**config.mk**
```make
export PLATFORM = sky130hd
export DESIGN_NAME = inst_fetch_unit_flat
export DESIGN_NICKNAME = d
export VERILOG_FILES = /design/src/rtl/kgp_risc_pkg.sv /design/src/rtl/inst_fetch_unit_if.sv /design/src/rtl/inst_fetch_unit.sv /design/src/flat_wrapper.sv
export SDC_FILE = /design/constraint.sdc
export NUM_CORES = 1
export LEC_CHECK = 0
export ABC_AREA = 1
export BUFFER_PORTS_ARGS = -buffer_cell sky130_fd_sc_hd__buf_2
export CAP_MARGIN = 20
export CORE_ASPECT_RATIO = 2
export CORE_MARGIN = 10
export CORE_UTILIZATION = 46
export DETAILED_ROUTE_END_ITERATION = 7
export GPL_ROUTABILITY_DRIVEN = 0
export PLACE_DENSITY_LB_ADDON = 0.1
export SLEW_MARGIN = 20
export SYNTH_ARGS = -nofsm -noshare
export SYNTH_HDL_FRONTEND = slang
export SYNTH_SLANG_ARGS = --single-unit
```
**constraint.sdc**
```tcl
create_clock -name clk -period 1.8 [get_ports clk]
set_clock_uncertainty 0.15 [all_clocks]
set_input_delay 0.18 -clock clk [delete_from_list [all_inputs] [get_ports clk]]
set_output_delay 0.18 -clock clk [all_outputs]
set_load 0.05 [all_outputs]
```
**src/rtl/kgp_risc_pkg.sv**
```systemverilog
// Shared KGP-RISC definitions: halt encoding, instruction field positions and the
// fetch-stage state encoding. Used by the fetch unit, the decoder and the branch unit.
package kgp_risc_pkg;

  localparam int unsigned PC_W_DEF    = 10;
  localparam int unsigned INSTR_W_DEF = 32;

  localparam int unsigned OPC_MSB = 31;
  localparam int unsigned OPC_LSB = 29;
  localparam int unsigned FC_MSB  = 3;
  localparam int unsigned FC_LSB  = 0;

  localparam logic [2:0] OPC_HALT = 3'b111;
  localparam logic [3:0] FC_HALT  = 4'b1111;

  typedef enum logic [1:0] {
    ST_BUBBLE = 2'd0,
    ST_RUN    = 2'd1,
    ST_FLUSH  = 2'd2,
    ST_HALT   = 2'd3
  } fetch_state_e;

  // True when the opcode and function-code fields encode HALT.
  function automatic logic is_halt(input logic [2:0] opc, input logic [3:0] fc);
    return (opc == OPC_HALT) && (fc == FC_HALT);
  endfunction

endpackage

```
**src/rtl/inst_fetch_unit_if.sv**
```systemverilog
// Fetch-stage bus: redirect/stall inputs, BRAM address/data, and the decode-side
// outputs (instr, instr_valid, pc_out, npc_out, halted).
//   master : the fetch unit
//   slave  : BRAM, branch unit and decode as seen from outside the fetch unit
interface inst_fetch_unit_if #(
  parameter int unsigned PC_W    = 10,
  parameter int unsigned INSTR_W = 32
);
  logic               stall;
  logic               PCSrc;
  logic [PC_W-1:0]    eN;
  logic [PC_W-1:0]    imem_addr;
  logic [INSTR_W-1:0] imem_dout;
  logic [INSTR_W-1:0] instr;
  logic               instr_valid;
  logic [PC_W-1:0]    pc_out;
  logic [PC_W-1:0]    npc_out;
  logic               halted;

  modport master (
    input  stall, PCSrc, eN, imem_dout,
    output imem_addr, instr, instr_valid, pc_out, npc_out, halted
  );

  modport slave (
    output stall, PCSrc, eN, imem_dout,
    input  imem_addr, instr, instr_valid, pc_out, npc_out, halted
  );
endinterface

```
**src/rtl/inst_fetch_unit.sv**
```systemverilog
// PC register and fetch stage. Drives the word address of a 1-cycle-latency
// instruction BRAM and hands instr / pc_out / npc_out to decode, handling branch
// redirect (PCSrc/eN), downstream stall, wrong-path flush and program halt.
// Ports:
//   clk  : clock, all state updates on posedge
//   rst  : synchronous active-high reset
//   bus  : inst_fetch_unit_if.master (stall, PCSrc, eN, imem_addr, imem_dout,
//          instr, instr_valid, pc_out, npc_out, halted)
module inst_fetch_unit
  import kgp_risc_pkg::*;
#(
  parameter int unsigned     PC_W     = PC_W_DEF,
  parameter int unsigned     INSTR_W  = INSTR_W_DEF,
  parameter logic [PC_W-1:0] RESET_PC = '0
) (
  input  logic              clk,
  input  logic              rst,
  inst_fetch_unit_if.master bus
);

  fetch_state_e    state_q, state_d;
  logic [PC_W-1:0] pc_q, pc_d;
  logic [PC_W-1:0] pc_out_q, pc_out_d;

  logic redirect;
  logic halt_det;
  logic hold_addr;

  // Redirect is ignored once halted; halt is only recognised on a consumed RUN instr.
  always_comb begin
    redirect = bus.PCSrc && (state_q != ST_HALT);
    halt_det = (state_q == ST_RUN) && !bus.stall && !bus.PCSrc &&
               is_halt(bus.imem_dout[OPC_MSB:OPC_LSB], bus.imem_dout[FC_MSB:FC_LSB]);
    // Re-read pc_out_q whenever the presented instruction must be (re)delivered:
    // stalled RUN, frozen HALT, and FLUSH (which re-fetches the redirect target).
    hold_addr = (state_q == ST_HALT) || (state_q == ST_FLUSH) ||
                ((state_q == ST_RUN) && bus.stall);
  end

  // Next-state and PC update.
  always_comb begin
    state_d  = state_q;
    pc_d     = pc_q;
    pc_out_d = pc_out_q;
    unique case (state_q)
      ST_BUBBLE: begin
        if (redirect) begin
          pc_d     = bus.eN + PC_W'(1);
          pc_out_d = bus.eN;
          state_d  = ST_FLUSH;
        end else begin
          pc_out_d = pc_q;
          pc_d     = pc_q + PC_W'(1);
          state_d  = ST_RUN;
        end
      end
      ST_RUN: begin
        if (redirect) begin
          pc_d     = bus.eN + PC_W'(1);
          pc_out_d = bus.eN;
          state_d  = ST_FLUSH;
        end else if (halt_det) begin
          state_d = ST_HALT;
        end else if (!bus.stall) begin
          pc_out_d = pc_q;
          pc_d     = pc_q + PC_W'(1);
        end
      end
      ST_FLUSH: begin
        // Wrong-path data is dropped; the target was re-addressed this cycle so
        // RUN next cycle delivers mem[pc_out_q] with pc_q already at target+1.
        if (redirect) begin
          pc_d     = bus.eN + PC_W'(1);
          pc_out_d = bus.eN;
        end else begin
          state_d = ST_RUN;
        end
      end
      ST_HALT: begin
        state_d = ST_HALT;
      end
      default: begin
        state_d = ST_BUBBLE;
      end
    endcase
  end

  // State and PC registers.
  always_ff @(posedge clk) begin
    if (rst) begin
      state_q  <= ST_BUBBLE;
      pc_q     <= RESET_PC;
      pc_out_q <= RESET_PC;
    end else begin
      state_q  <= state_d;
      pc_q     <= pc_d;
      pc_out_q <= pc_out_d;
    end
  end

  // BRAM address and decode-side outputs.
  assign bus.imem_addr   = redirect ? bus.eN : (hold_addr ? pc_out_q : pc_q);
  assign bus.instr       = bus.imem_dout;
  assign bus.instr_valid = (state_q == ST_RUN);
  assign bus.halted      = (state_q == ST_HALT);
  assign bus.pc_out      = pc_out_q;
  assign bus.npc_out     = pc_out_q + PC_W'(1);

endmodule

```
**src/flat_wrapper.sv**
```systemverilog
// flat-port wrapper written by rule: the top's interface ports become plain ports
module inst_fetch_unit_flat import kgp_risc_pkg::*;
#(
  parameter int unsigned     PC_W     = PC_W_DEF,
  parameter int unsigned     INSTR_W  = INSTR_W_DEF,
  parameter logic [PC_W-1:0] RESET_PC = '0
)
  (clk, rst, bus_stall, bus_PCSrc, bus_eN, bus_imem_dout, bus_imem_addr, bus_instr, bus_instr_valid, bus_pc_out, bus_npc_out, bus_halted);
  inst_fetch_unit_if #(.PC_W(PC_W), .INSTR_W(INSTR_W)) bus_i ();
  input  logic clk;
  input  logic rst;
  input wire logic [$bits(bus_i.stall)-1:0] bus_stall;
  input wire logic [$bits(bus_i.PCSrc)-1:0] bus_PCSrc;
  input wire logic [$bits(bus_i.eN)-1:0] bus_eN;
  input wire logic [$bits(bus_i.imem_dout)-1:0] bus_imem_dout;
  output wire logic [$bits(bus_i.imem_addr)-1:0] bus_imem_addr;
  output wire logic [$bits(bus_i.instr)-1:0] bus_instr;
  output wire logic [$bits(bus_i.instr_valid)-1:0] bus_instr_valid;
  output wire logic [$bits(bus_i.pc_out)-1:0] bus_pc_out;
  output wire logic [$bits(bus_i.npc_out)-1:0] bus_npc_out;
  output wire logic [$bits(bus_i.halted)-1:0] bus_halted;
  assign bus_i.stall = bus_stall;
  assign bus_i.PCSrc = bus_PCSrc;
  assign bus_i.eN = bus_eN;
  assign bus_i.imem_dout = bus_imem_dout;
  assign bus_imem_addr = bus_i.imem_addr;
  assign bus_instr = bus_i.instr;
  assign bus_instr_valid = bus_i.instr_valid;
  assign bus_pc_out = bus_i.pc_out;
  assign bus_npc_out = bus_i.npc_out;
  assign bus_halted = bus_i.halted;
  inst_fetch_unit #(.PC_W(PC_W), .INSTR_W(INSTR_W), .RESET_PC(RESET_PC)) u_core (.clk(clk), .rst(rst), .bus(bus_i));
endmodule
```
==> results.txt <==
Clock Path Buffers = 2
final hold vios = 0
Buffers on Ports = 59
Vias/cell = 5.137
die width = 67.76 µm
CTS clock-pin slew for the worst setup and hold paths = 0.09 ns
unrepaired setup endpoints after global routing = true
DR WL/cell = 14.28 µm
violated checks = negative setup slack
Initial DRC Count = 78
Yosys reg bits = 22
cell count after synthesis = 331
htree depth = 1
adder-cell area share of the yosys netlist = 1.789%
Leak = 1.348 nW
synth cell count leaders = nand2_1 (70), inv_1 (38), o21ai_0 (34)
# rows = 34
setup slack after layout = -0.2272 ns
Global Route Usage Sum = 15.19%
startpoint class of the critical path = flop
Critical Path Sink Type = output port
Hold Slack = 0.05517 ns
ys async rst share = 0%
DRT Pass-1 Iters = 4
vias in the first global route = 2193
Hold Crit Class = in -> reg
Power per Cell Area = 685.1 nW/µm²
final setup fails = 5
Clock Latency Late Sink = 0.27 ns
first-pass GRT wire length = 9646 µm
Max Slew Vio Count = 0
Routed Wire Length = 6140 µm
io pins = 110
cell area after synthesis = 2098 µm²
synth top area cells = dfxtp_1 (21%), nand2_1 (13%), buf_4 (11%)
Initial Utilization = 47.89%
VDD IR max = 0.5432 mV
most common cell in the netlist = nand2_1
DR vias = 2209
Seq/Total Area, Yosys = 20.99%
Tmin final = 2.027 ns
largest family of logic cells by synthesized area = simple AND/OR/NAND/NOR gates
Netlist cell types = 27
XOR/XNOR Fraction of Synth Area = 5.009%
Max-Cap Viols = 0
CTS tree = done
Worst Path Required = 1.47 ns
fin crit share = 112.6%
ys flop type = dfxtp_1
Area Growth Syn to Fin = 35.36%
residual DRC count = 0
CTS Sinks = 22
ant diodes = 0
Num CTS Buffers = 3
yosys warns = 0
post-synthesis net count = 380
antenna-violating nets left = 0
EDFF count, synth = 0
die span in y = 115.5 µm
Slew HR = 69.79%
Arr. time, crit path = 1.70 ns
layout cells sized above 1 = 45.21%
core area = 4382 µm²
initial antenna violation count = 0
complex-gate fraction of the synthesized area = 19.74%
maximum clock rate = 0.4933 GHz
dpl hpwl = 4689 µm
area share of the largest cell type after synthesis = 20.99%
status = finished with violations
Synth Area in Simple Gates = 29.04%
multiplexer area fraction after synthesis = 0%
CTS Hold Bufs = 0
largest net degree at the start of global routing = 28
# nets final = 426
pre-CTS setup slack = -0.06491 ns
Congestion Overflow GR = 0
final core occ = 64.82%
clk root buf = clkbuf_8
Setup Crit Path Kind = reg -> out
Worst Max-Slew Pin Slew = 0.4527 ns
Synth area leader = dfxtp_1
Post-Syn Area per Cell = 6.339 µm²
Worst Path Max Fanout = 3
die footprint = 7826 µm²
-- path summary, 6_finish.rpt --
check                  startpoint                    to  slack, ns  cells past startpoint
min                           rst        u_core.pc_q[2]       0.06                      2
max          u_core.bus.pc_out[0]        bus_npc_out[9]      -0.23                      7
max reg2reg     u_core.state_q[0]  u_core.bus.pc_out[0]       0.13                      9
min reg2reg        u_core.pc_q[9]        u_core.pc_q[9]       0.34                      2
-- per-layer routing --
metal / vias up / share of wire (%) / global-route usage [%]
met5: - / 0 / 0
met4: 0 / 1.4 / 5.372
met3: 7 / 7.9 / 2.901
met2: 86 / 55 / 28.99
met1: 1006 / 35 / 15.27
li1: 1110 / - / -
-- placed cells by master (no fill, tap or decap), types with 3 or more instances in the layout --
cell type  count
clkbuf_8       3
dfxtp_1       13
o21ai_0       24
buf_2         42
nor2_2         4
nor2_4         4
xor2_1         5
inv_2          6
a21oi_1       17
nor2_1        18
o21ai_1        4
buf_12         3
buf_6         18
o21ai_2        8
nand3_1       22
nand2_4        4
buf_4         20
a21oi_2       17
inv_1         33
nand2_2        9
nand3_2        3
nand2_1       64
ha_1           3
dfxtp_2        5
dfxtp_4        4
xor2_2         5
-- state kept, by name (all words and copies together), names as in the netlist --
register / flops
u_core.bus.pc_out: 10
u_core.pc_q: 10
u_core.state_q: 2
-- timing repair --
action	CTS	global route
resized for setup	30	50
setup buffers	4	1
gates cloned	0	2
endpoints found under the setup margin	17	19
pin swaps	8	7
-- cell type report --
| cell class | count | area (µm²) |
|---|---|---|
| fillers | 422 | 1541 |
| clock inverters | 1 | 3.754 |
| flip-flops and latches | 22 | 461.7 |
| well taps | 54 | 67.56 |
| clock buffers | 3 | 41.29 |
| repair buffers | 85 | 673.1 |
| multi-input cells | 223 | 1424 |
| inverters | 42 | 168.9 |
-- power by group --
part | switching (mW) | leakage, nW | internal [mW] | total, mW
clock network | 0.183 | 0.0231 | 0.153 | 0.336
logic | 0.664 | 1.14 | 0.347 | 1.01
registers | 0.0596 | 0.187 | 0.538 | 0.598
-- kinds of logic after synthesis --
family / count (synthesis)
AO/OA/AOI/OAI: 75
XOR/XNOR: 12
adder cells (fa/ha/maj): 3
buffers and inverters: 86
flip-flops: 22
AND/OR/NAND/NOR: 133
-- per-stage QoR --
stage	power (mW)	instances	cell area (µm²)	TNS, ns
CTS	1.856	427	2626	-0.9198
detailed placement	1.473	419	2465	-0.1180
global placement	1.461	419	2465	-0.06405
global route	2.046	430	2840	-1.346
floorplan	1.410	331	2251	-1.472
finish	1.946	430	2840	-0.8723
-- critical path, cell delays in order (launching register included) --
cell and delay, ns:
dfxtp_4 0.38, clkinvlp_4 0.10, nor3_4 0.16, nand2_2 0.10, nor3_4 0.21, nand3_2 0.14
xor2_4 0.18, buf_6 0.15
Power figures use the tool's default switching activity.
